### src/rtl/uart_rx_data40_pkg.sv
// rtl/uart_rx_data40_pkg.sv - shared baud codes, bit-period table and state encodings
package uart_rx_data40_pkg;

  localparam int CLK_FREQ = 50_000_000;

  localparam logic [2:0] BAUD_9600   = 3'd0;
  localparam logic [2:0] BAUD_19200  = 3'd1;
  localparam logic [2:0] BAUD_38400  = 3'd2;
  localparam logic [2:0] BAUD_57600  = 3'd3;
  localparam logic [2:0] BAUD_115200 = 3'd4;
  localparam logic [2:0] BAUD_230400 = 3'd5;
  localparam logic [2:0] BAUD_460800 = 3'd6;
  localparam logic [2:0] BAUD_921600 = 3'd7;

  typedef enum logic [1:0] {
    ST_IDLE,
    ST_COLLECT,
    ST_DONE
  } asm_state_e;

  typedef enum logic [1:0] {
    RX_IDLE,
    RX_START,
    RX_DATA,
    RX_STOP
  } rx_state_e;

  // Clk cycles per UART bit for each baud code (truncated division).
  function automatic logic [15:0] bit_period(input logic [2:0] code);
    case (code)
      BAUD_9600:   return 16'(CLK_FREQ / 9600);
      BAUD_19200:  return 16'(CLK_FREQ / 19200);
      BAUD_38400:  return 16'(CLK_FREQ / 38400);
      BAUD_57600:  return 16'(CLK_FREQ / 57600);
      BAUD_115200: return 16'(CLK_FREQ / 115200);
      BAUD_230400: return 16'(CLK_FREQ / 230400);
      BAUD_460800: return 16'(CLK_FREQ / 460800);
      default:     return 16'(CLK_FREQ / 921600);
    endcase
  endfunction

endpackage

### src/rtl/uart_rx_data40_if.sv
// rtl/uart_rx_data40_if.sv - serial input and assembled-frame outputs of the receive assembler
interface uart_rx_data40_if #(
  parameter int BYTES = 5
);
  logic                 uart_rx;
  logic [8*BYTES-1:0]   Data40;
  logic                 Rx_Done;
  logic                 Frame_Err;
  logic                 Busy;

  modport master (output uart_rx, input Data40, Rx_Done, Frame_Err, Busy);
  modport slave  (input uart_rx, output Data40, Rx_Done, Frame_Err, Busy);
endinterface

### src/rtl/uart_rx_data40_byte_rx.sv
// rtl/uart_rx_data40_byte_rx.sv - 8N1 byte receiver with synchronizer and stop-bit check
module uart_rx_data40_byte_rx
  import uart_rx_data40_pkg::*;
(
  input  logic       Clk,
  input  logic       Reset_n,
  input  logic [2:0] baud_set,
  input  logic       uart_rx,
  output logic [7:0] Data,
  output logic       rx_done
);

  logic [1:0]  sync_q;
  logic        prev_q;
  rx_state_e   state_q, state_d;
  logic [15:0] cnt_q, cnt_d;
  logic [2:0]  bit_q, bit_d;
  logic [7:0]  shift_q, shift_d;
  logic [7:0]  data_q, data_d;
  logic        done_q, done_d;
  logic [15:0] period;
  logic [15:0] half;
  logic        rx_s;

  assign period  = bit_period(baud_set);
  assign half    = {1'b0, period[15:1]};
  assign rx_s    = sync_q[1];
  assign Data    = data_q;
  assign rx_done = done_q;

  always_ff @(posedge Clk or negedge Reset_n) begin
    if (!Reset_n) begin
      sync_q  <= 2'b11;
      prev_q  <= 1'b1;
      state_q <= RX_IDLE;
      cnt_q   <= '0;
      bit_q   <= '0;
      shift_q <= '0;
      data_q  <= '0;
      done_q  <= 1'b0;
    end else begin
      sync_q  <= {sync_q[0], uart_rx};
      prev_q  <= rx_s;
      state_q <= state_d;
      cnt_q   <= cnt_d;
      bit_q   <= bit_d;
      shift_q <= shift_d;
      data_q  <= data_d;
      done_q  <= done_d;
    end
  end

  always_comb begin
    state_d = state_q;
    cnt_d   = cnt_q + 16'd1;
    bit_d   = bit_q;
    shift_d = shift_q;
    data_d  = data_q;
    done_d  = 1'b0;
    case (state_q)
      RX_IDLE: begin
        cnt_d = '0;
        bit_d = '0;
        // A falling edge is required, so a line held low after a bad stop bit is not a start.
        if (prev_q && !rx_s) state_d = RX_START;
      end
      RX_START: begin
        if (cnt_q == half - 16'd1) begin
          cnt_d   = '0;
          state_d = rx_s ? RX_IDLE : RX_DATA;
        end
      end
      RX_DATA: begin
        if (cnt_q == period - 16'd1) begin
          cnt_d   = '0;
          shift_d = {rx_s, shift_q[7:1]};
          bit_d   = bit_q + 3'd1;
          if (bit_q == 3'd7) state_d = RX_STOP;
        end
      end
      RX_STOP: begin
        if (cnt_q == period - 16'd1) begin
          cnt_d   = '0;
          state_d = RX_IDLE;
          if (rx_s) begin
            data_d = shift_q;
            done_d = 1'b1;
          end
        end
      end
      default: state_d = RX_IDLE;
    endcase
  end

endmodule

### src/rtl/uart_rx_data40.sv
// rtl/uart_rx_data40.sv - multi-byte UART receive assembler with inter-byte timeout
module uart_rx_data40
  import uart_rx_data40_pkg::*;
#(
  parameter int         BYTES          = 5,
  parameter logic [2:0] BAUD_SET       = 3'd4,
  parameter int         TIMEOUT_CYCLES = 10000
) (
  input  logic              Clk,
  input  logic              Reset_n,
  uart_rx_data40_if.slave   bus
);

  localparam int W     = 8 * BYTES;
  localparam int CNT_W = (BYTES > 1) ? $clog2(BYTES) : 1;
  localparam int TO_W  = $clog2(TIMEOUT_CYCLES + 1);

  logic [7:0]       byte_data;
  logic             byte_done;

  asm_state_e       state_q, state_d;
  logic [CNT_W-1:0] cnt_q, cnt_d;
  logic [TO_W-1:0]  to_q, to_d;
  logic [W-1:0]     stage_q, stage_d;
  logic [W-1:0]     data_q, data_d;
  logic             rx_done_q, rx_done_d;
  logic             frame_err_q, frame_err_d;

  logic [CNT_W-1:0] slot;
  logic [W-1:0]     merged;
  logic             last;
  logic             accept;

  uart_rx_data40_byte_rx u_byte_rx (
    .Clk      (Clk),
    .Reset_n  (Reset_n),
    .baud_set (BAUD_SET),
    .uart_rx  (bus.uart_rx),
    .Data     (byte_data),
    .rx_done  (byte_done)
  );

  assign bus.Data40    = data_q;
  assign bus.Rx_Done   = rx_done_q;
  assign bus.Frame_Err = frame_err_q;
  assign bus.Busy      = (state_q == ST_COLLECT);

  always_ff @(posedge Clk or negedge Reset_n) begin
    if (!Reset_n) begin
      state_q     <= ST_IDLE;
      cnt_q       <= '0;
      to_q        <= '0;
      stage_q     <= '0;
      data_q      <= '0;
      rx_done_q   <= 1'b0;
      frame_err_q <= 1'b0;
    end else begin
      state_q     <= state_d;
      cnt_q       <= cnt_d;
      to_q        <= to_d;
      stage_q     <= stage_d;
      data_q      <= data_d;
      rx_done_q   <= rx_done_d;
      frame_err_q <= frame_err_d;
    end
  end

  // The final byte is merged straight into Data40 so it lands one Clk after its strobe.
  always_comb begin
    slot                 = (state_q == ST_COLLECT) ? cnt_q : '0;
    merged               = stage_q;
    merged[8*slot +: 8]  = byte_data;
    last                 = (int'(slot) == BYTES - 1);
    accept               = byte_done && (state_q != ST_DONE);
  end

  always_comb begin
    state_d     = state_q;
    cnt_d       = cnt_q;
    to_d        = to_q;
    stage_d     = stage_q;
    data_d      = data_q;
    rx_done_d   = 1'b0;
    frame_err_d = 1'b0;
    case (state_q)
      ST_IDLE: begin
        cnt_d = '0;
        to_d  = '0;
      end
      ST_COLLECT: begin
        to_d = to_q + 1'b1;
        if (to_q == TO_W'(TIMEOUT_CYCLES - 1)) begin
          state_d     = ST_IDLE;
          cnt_d       = '0;
          to_d        = '0;
          frame_err_d = 1'b1;
        end
      end
      ST_DONE: begin
        state_d = ST_IDLE;
        cnt_d   = '0;
      end
      default: state_d = ST_IDLE;
    endcase

    // A byte arriving on the expiry cycle overrides the timeout.
    if (accept) begin
      to_d        = '0;
      frame_err_d = 1'b0;
      if (last) begin
        data_d    = merged;
        rx_done_d = 1'b1;
        cnt_d     = '0;
        state_d   = ST_DONE;
      end else begin
        stage_d   = merged;
        cnt_d     = slot + 1'b1;
        state_d   = ST_COLLECT;
      end
    end
  end

endmodule

### src/flat_wrapper.sv
// flat-port wrapper written by rule: the top's interface ports become plain ports
module uart_rx_data40_flat import uart_rx_data40_pkg::*;
#(
  parameter int         BYTES          = 5,
  parameter logic [2:0] BAUD_SET       = 3'd4,
  parameter int         TIMEOUT_CYCLES = 10000
)
  (Clk, Reset_n, bus_uart_rx, bus_Data40, bus_Rx_Done, bus_Frame_Err, bus_Busy);
  uart_rx_data40_if #(.BYTES(BYTES)) bus_i ();
  input  logic Clk;
  input  logic Reset_n;
  input wire logic [$bits(bus_i.uart_rx)-1:0] bus_uart_rx;
  output wire logic [$bits(bus_i.Data40)-1:0] bus_Data40;
  output wire logic [$bits(bus_i.Rx_Done)-1:0] bus_Rx_Done;
  output wire logic [$bits(bus_i.Frame_Err)-1:0] bus_Frame_Err;
  output wire logic [$bits(bus_i.Busy)-1:0] bus_Busy;
  assign bus_i.uart_rx = bus_uart_rx;
  assign bus_Data40 = bus_i.Data40;
  assign bus_Rx_Done = bus_i.Rx_Done;
  assign bus_Frame_Err = bus_i.Frame_Err;
  assign bus_Busy = bus_i.Busy;
  uart_rx_data40 #(.BYTES(BYTES), .BAUD_SET(BAUD_SET), .TIMEOUT_CYCLES(TIMEOUT_CYCLES)) u_core (.Clk(Clk), .Reset_n(Reset_n), .bus(bus_i));
endmodule
### config.mk
export PLATFORM = sky130hd
export DESIGN_NAME = uart_rx_data40_flat
export DESIGN_NICKNAME = d
export VERILOG_FILES = /design/src/rtl/uart_rx_data40_pkg.sv /design/src/rtl/uart_rx_data40_if.sv /design/src/rtl/uart_rx_data40_byte_rx.sv /design/src/rtl/uart_rx_data40.sv /design/src/flat_wrapper.sv
export SDC_FILE = /design/constraint.sdc
export NUM_CORES = 1
export LEC_CHECK = 0
export BUFFER_PORTS_ARGS = -buffer_cell sky130_fd_sc_hd__buf_2
export CAP_MARGIN = 20
export CORE_ASPECT_RATIO = 1.75
export CORE_MARGIN = 1.5
export CORE_UTILIZATION = 60
export DETAILED_ROUTE_END_ITERATION = 12
export PLACE_DENSITY = 0.85
export SLEW_MARGIN = 20
export SYNTH_ARGS = -nofsm -noshare
export SYNTH_HDL_FRONTEND = slang
export SYNTH_SLANG_ARGS = --single-unit
export TNS_END_PERCENT = 50
### constraint.sdc
create_clock -name Clk -period 3.3 [get_ports Clk]
set_input_delay 0.66 -clock Clk [delete_from_list [all_inputs] [get_ports Clk]]
set_output_delay 0.66 -clock Clk [all_outputs]
set_load 0.005 [all_outputs]
; ---- Word-level counts from Yosys, hierarchy flattened
; Index checks and enable logic that the tools add are counted.
[classes]
addsub = 5
eq_ne = 18
n_shift = 2
mux = 33
bitwise_logic = 1
reduce_logical = 18
[ops]
columns = cell, n
row1 = one-hot mux 16 bit (3 select lines), 1
row2 = bitwise mux 40 bit, 1
row3 = "variable shift 8 x 34 -> 40 bit, first input constant", 1
row4 = indexed part select 8 x 34 -> 40 bit, 1
row5 = negation 6 -> 34 bit, 1
row6 = two-way mux 16 bit, 2
row7 = two-way mux 14 bit, 2
row8 = one-hot mux 14 bit (2 select lines), 1
row9 = two-way mux 2 bit, 9
row10 = "adder 16 x 1 -> 16 bit, second input constant", 1
row11 = "equality test 16 x 8 -> 1 bit, second input constant", 1
row12 = "equality test 16 x 9 -> 1 bit, second input constant", 1
row13 = two-way mux 3 bit, 5
row14 = "adder 14 x 1 -> 14 bit, second input constant", 1
row15 = "equality test 14 bit, second input constant", 1
row16 = "inequality test 2 bit, second input constant", 6
row17 = one-hot mux 3 bit (2 select lines), 2
row18 = AND reduction 2 bit, 6
row19 = two-way mux 1 bit, 8
row20 = one-hot mux 2 bit (4 select lines), 1
row21 = "adder 3 x 1 -> 3 bit, second input constant", 2
row22 = "equality test 2 bit, second input constant", 3
row23 = "equality test 3 bit, second input constant", 2
row24 = nonzero test 3 bit, 2
row25 = other kinds (12), 16
[totals]
reg_bits = 142
input_bits = 3
wordCells = 92

; ---- Longest topological paths before layout
[depth]
word_depth = 5
ltp_mapped = 12
mapped_depth_nobuf = 9

; ---- Hierarchy
; Synthesis repeated with hierarchy kept, for this count alone.
[unflattened]
cells_unflattened = 723
hier_area_um2 = 7216.9
[modules_own_cells]
columns = mod, instances, cells_per_inst, area_each_um2, seq_area_each_um2
row1 = uart_rx_data40, 1, 465, 4718.3, 2527.4
row2 = uart_rx_data40_byte_rx, 1, 258, 2498.6, 1029.7

; ---- Least setup slack after synthesis
; No wires, ideal clock.
[synth_timing]
path_type = reg-to-reg
from = register u_core.state_q[1]
to = register u_core.stage_q[0]
setup_ns = 0.125
arrival_time_ns = 2.896
path_slack_ns = 0.280
stages_incl_launch_ff = 10
cell_sequence = dfrtp_1 -> buf_2 -> nand3b_1 -> ha_1 -> ha_1 -> or3b_2 -> a211o_1 -> buf_2 -> nor2_2 -> mux2_2
[synth_between]
elab_chain_cells = 5
word_cells_on_any_way = 11
[synth_lines]
columns = item, line_no
row1 = start: declaration, uart_rx_data40.sv:21  ; asm_state_e state_q, state_d;
row2 = start signal: assignment, uart_rx_data40.sv:58  ; state_q <= state_d;
row3 = equality test 2 x 1 -> 1 bit, uart_rx_data40.sv:70  ; slot = (state_q == ST_COLLECT) ? cnt_q : '0;
row4 = two-way mux 3 bit, uart_rx_data40.sv:70
row5 = negation 6 -> 34 bit / equality test 3 bit (equally long branches), "uart_rx_data40.sv:72, uart_rx_data40.sv:73"
row6 = indexed part select 8 x 34 -> 40 bit (tied with other cells), uart_rx_data40.sv:72  ; merged[8*slot +: 8] = byte_data;
row7 = bitwise mux 40 bit / AND reduction 2 bit (equally long branches), n/a
row8 = end signal: assignment, uart_rx_data40.sv:61  ; stage_q <= stage_d;
row9 = end: declaration, uart_rx_data40.sv:24  ; logic [W-1:0] stage_q, stage_d;
; Parallel ways exist; a longest one is shown, timed or not.
; A chain may end at the register's enable or synchronous reset.

; ---- Final worst setup path
[layout_timing]
from = register u_core.state_q[1]
to = register u_core.stage_q[6]
; Same word-level chain as after synthesis.

==> reports/metrics.json <==
{
  "timing": {
    "final.setup.tns_ns": 0,
    "rsz0062_at_grt": "no",
    "finalCritPeriodShare": 0.950,
    "worst-slew-pin-transition_ns": 0.957,
    "slew_headroom": 0.361,
    "worst_clock_skew_ns": 0.00976,
    "fmaxAchievable_mhz": 319,
    "report.final.setup_viol": 0,
    "whs_ns": 0.236,
    "maxSlewViolCount": 0,
    "hold_viol_final": 0,
    "final.min_clock_period_ns": 3.13
  },
  "synth": {
    "number_of_synthesized_flops_with_an_enable_pin": 0,
    "ys.flop_type": "sky130_fd_sc_hd__dfrtp_1",
    "synth.yosys.seq_area_share": 0.550,
    "post_synthesis_instance_area_um2": 6470,
    "avgSynthCellArea_um2": 11.1,
    "netlist_instances": 581,
    "synth-seq-cells": 142,
    "unique_masters_post_synth": 56,
    "async_reset_ff_frac": 1.00,
    "synthesis.nets": 595,
    "yosysWarnings": 0
  },
  "worst_setup_path": {
    "critical_path.slowest_cell": "sky130_fd_sc_hd__dfrtp_1",
    "worst-path-buf-inv": 1,
    "critPathKind": "register to register",
    "cp-end-kind": "register",
    "critical-path-top-cell-by-count": "sky130_fd_sc_hd__ha_1",
    "path_max_fanout": 10,
    "cp.required_ns": 3.60,
    "top_cell_family_by_delay_on_the_critical_path": "simple AND/OR/NAND/NOR gates",
    "sequence_of_cells_on_the_critical_path": "nand2b_1, clkinv_1, nand2_1, ha_1, ha_1, or3b_2, a211o_1, nor2_4, mux2_2",
    "critPathMaxStageDelay_ns": 0.48,
    "start_kind": "register",
    "crit_arrival_ns": 3.43
  },
  "power": {
    "sw_frac_of_total": 0.224,
    "power.share.sequential": 0.472,
    "p_sw_mw": 0.868,
    "worst_ir_drop_on_vdd_mv": 0.504,
    "comb_power_share": 0.043,
    "part_of_the_total_power_dissipated_in_the_clock_network": 0.484,
    "power_density_nw_per_um2": 521,
    "power.internal_mw": 3.01,
    "static-leakage-power_nw": 3.52
  },
  "die": {
    "start_util": 0.612,
    "io_pins": 46,
    "die_h_um": 140,
    "rows": 50,
    "die_area_um2": 11400,
    "fp.coreArea_um2": 10600,
    "die_width_um": 81.5
  },
  "drt": {
    "routed_via_density": 6.24,
    "drc_errors": 0,
    "finalWirelength_mm": 14.4,
    "drt_pre_antenna_iters": 5,
    "dr.first_iter.drc_count": 321,
    "wl_per_cell_um": 18.7,
    "dr_total_vias": 4808,
    "final_antenna_net_count": 0
  },
  "global_route": {
    "first_pass_grt_wire_length_mm": 24.1,
    "global_route.overflow_total": 0,
    "antenna_found_initial": 0,
    "grt_usage": 0.277,
    "via_count_of_the_first_global_routing_pass": 5040,
    "grt_max_degree": 68
  },
  "cells_and_area": {
    "final_layout_size_suffix_gt1_frac": 0.236,
    "post_route_design_area_um2": 7430,
    "diodes": 0,
    "fillCellCount": 702,
    "nets": 641,
    "layout.cells.non_filler": 770,
    "flow.area_growth_from_synthesis_pct": 14.9,
    "finalCoreUtilization": 0.703
  },
  "clock_network": {
    "cts_buffers": 17,
    "cts_htree_levels": 4,
    "cts_root_buf": "sky130_fd_sc_hd__clkbuf_16",
    "cts_sink_count": 142,
    "clock_tree.buffer_depth": 2,
    "ctsHoldBuffers": 0,
    "tritoncts": "built",
    "clkTransAtPathRegs_ns": 0.06,
    "clock_insertion_delay_worst_skew_ns": 0.42
  },
  "min_path": {
    "hp-class": "input port to async pin"
  },
  "place": {
    "place_area_um2": 6840,
    "dp_hpwl_mm": 9.67,
    "place.detailed.instances": 738,
    "io_buffers": 45,
    "routabilityCongestion": 0.909
  },
  "run_status": {
    "outcome": "finished clean"
  },
  "run": {
    "drv.max_cap_violation_count": 0
  }
}
cell usage after synthesis, types with 5 or more instances:
master                     count  area (µm²)
sky130_fd_sc_hd__buf_2         7        35.0
sky130_fd_sc_hd__nand4_1      12        75.1
sky130_fd_sc_hd__or2_2         5        31.3
sky130_fd_sc_hd__nand3_1      26         130
sky130_fd_sc_hd__a221o_1      17         170
sky130_fd_sc_hd__a21oi_1      13        65.1
sky130_fd_sc_hd__clkbuf_1     20        75.1
sky130_fd_sc_hd__mux2i_1      24         240
sky130_fd_sc_hd__ha_1         11         138
sky130_fd_sc_hd__mux2_2       39         439
sky130_fd_sc_hd__nor4_1        9        56.3
sky130_fd_sc_hd__xnor2_1      22         193
sky130_fd_sc_hd__nor3_1       28         140
sky130_fd_sc_hd__o21ai_0      55         275
sky130_fd_sc_hd__nor2_1       42         158
sky130_fd_sc_hd__inv_1        14        52.6
sky130_fd_sc_hd__dfrtp_1     139        3480
sky130_fd_sc_hd__nand2_1      41         154
worst register-to-register path, stage by stage (launching register included):
cell                       delay [ns]
sky130_fd_sc_hd__dfrtp_1         0.48
sky130_fd_sc_hd__nand2b_1        0.24
sky130_fd_sc_hd__clkinv_1        0.22
sky130_fd_sc_hd__nand2_1         0.16
sky130_fd_sc_hd__ha_1            0.23
sky130_fd_sc_hd__ha_1            0.27
sky130_fd_sc_hd__or3b_2          0.45
sky130_fd_sc_hd__a211o_1         0.34
sky130_fd_sc_hd__nor2_4          0.24
sky130_fd_sc_hd__mux2_2          0.39
registers in the layout, summed over array words and instances, names as in the netlist, named ones only:
signal	flops
u_core.u_byte_rx.Data	8
u_core.state_q	2
u_core.u_byte_rx.prev_q	1
u_core.stage_q	40
u_core.to_q	14
u_core.u_byte_rx.rx_done	1
u_core.u_byte_rx.shift_q	8
u_core.u_byte_rx.state_q	1
u_core.u_byte_rx.sync_q	2
u_core.u_byte_rx.bit_q	3
u_core.bus.Rx_Done	1
u_core.cnt_q	3
u_core.bus.Data40	40
u_core.u_byte_rx.cnt_q	16
u_core.bus.Frame_Err	1
power by group through the flow:
stage	Combinational, mW	Clock [mW]	Sequential (mW)
after CTS	0.171	1.89	1.83
after floorplan	0.123	0	1.83
final	0.168	1.88	1.83
after global routing	0.187	1.97	1.83
after global placement	0.157	0	1.85
after detailed placement	0.170	0	1.86
through the flow:
step | total power, mW | setup slack [ns]
final | 3.87 | 0.165
after global routing | 3.99 | 0.0569
after CTS | 3.89 | 0.133
after detailed placement | 2.03 | 0.150
after global placement | 2.01 | 0.345
after floorplan | 1.96 | 0.280
final timing paths:
kind	slack (ns)	depth (start not counted)	start	endpoint
min in group Clk	0.34	1	bus_uart_rx	u_core.u_byte_rx.sync_q[0]
hold / removal	0.24	1	Reset_n	u_core.to_q[7]
setup / recovery	0.17	9	u_core.state_q[1]	u_core.stage_q[6]
setup reg to reg	0.17	9	u_core.state_q[1]	u_core.stage_q[6]
max in group asynchronous	2.29	2	Reset_n	u_core.bus.Data40[7]
hold reg to reg	0.36	0	u_core.u_byte_rx.sync_q[0]	u_core.u_byte_rx.sync_q[1]
layer usage:
metal	vias to the layer above	wire, µm	GRT usage
met3	52	564	0.0560
met2	180	7930	0.495
li1	2172	-	-
met4	0	609	0.147
met1	2404	5280	0.293
met5	-	0	0
kinds of logic after synthesis:
kind of cell / count (synthesis) / share of synthesized area
flip-flops: 142 / 0.550
buffers and inverters: 47 / 0.0300
multiplexers: 64 / 0.107
adder cells (fa/ha/maj): 11 / 0.0213
AO/OA/AOI/OAI: 95 / 0.0944
AND/OR/NAND/NOR: 198 / 0.164
XOR/XNOR: 24 / 0.0325
timing repair:
item,CTS,global route
resized for setup,0,1
setup buffers,0,0
endpoints found under the setup margin,0,8
cells in the final DEF (no fill, tap or decap), types with 2 or more instances in the layout:
cell	instances
sky130_fd_sc_hd__a21oi_1	13
sky130_fd_sc_hd__a221o_1	17
sky130_fd_sc_hd__xnor2_1	22
sky130_fd_sc_hd__nand4_1	12
sky130_fd_sc_hd__mux2i_1	24
sky130_fd_sc_hd__dfrtp_1	139
sky130_fd_sc_hd__mux2_2	39
sky130_fd_sc_hd__or3_1	2
sky130_fd_sc_hd__buf_4	12
sky130_fd_sc_hd__clkbuf_16	17
sky130_fd_sc_hd__nand2_1	41
sky130_fd_sc_hd__o21ai_0	55
sky130_fd_sc_hd__nand2b_1	2
sky130_fd_sc_hd__buf_2	44
sky130_fd_sc_hd__bufinv_16	2
sky130_fd_sc_hd__nor3b_1	3
sky130_fd_sc_hd__dfstp_2	3
sky130_fd_sc_hd__clkbuf_8	3
sky130_fd_sc_hd__or3b_2	2
sky130_fd_sc_hd__inv_1	14
sky130_fd_sc_hd__nor4b_1	2
sky130_fd_sc_hd__clkinv_2	8
sky130_fd_sc_hd__nor2b_1	4
sky130_fd_sc_hd__or4_4	3
sky130_fd_sc_hd__nor3_1	28
sky130_fd_sc_hd__nand3b_1	4
sky130_fd_sc_hd__or2_2	5
sky130_fd_sc_hd__and2_1	2
sky130_fd_sc_hd__clkinv_4	2
sky130_fd_sc_hd__nor4_1	9
sky130_fd_sc_hd__xor2_1	2
sky130_fd_sc_hd__nand3_1	25
sky130_fd_sc_hd__nor2_1	42
sky130_fd_sc_hd__ha_1	11
final cells by class:
cell class,count,area (µm²),area share
Sequential cell,142,3560,0.479
Multi-Input combinational cell,392,2730,0.367
Clock buffer,20,467,0.0628
Timing Repair Buffer,58,342,0.0460
Tap cell,130,163,0.0219
Clock inverter,12,118,0.0158
Inverter,16,60.1,0.00808
No activity file was read; power rests on OpenSTA's default activity.
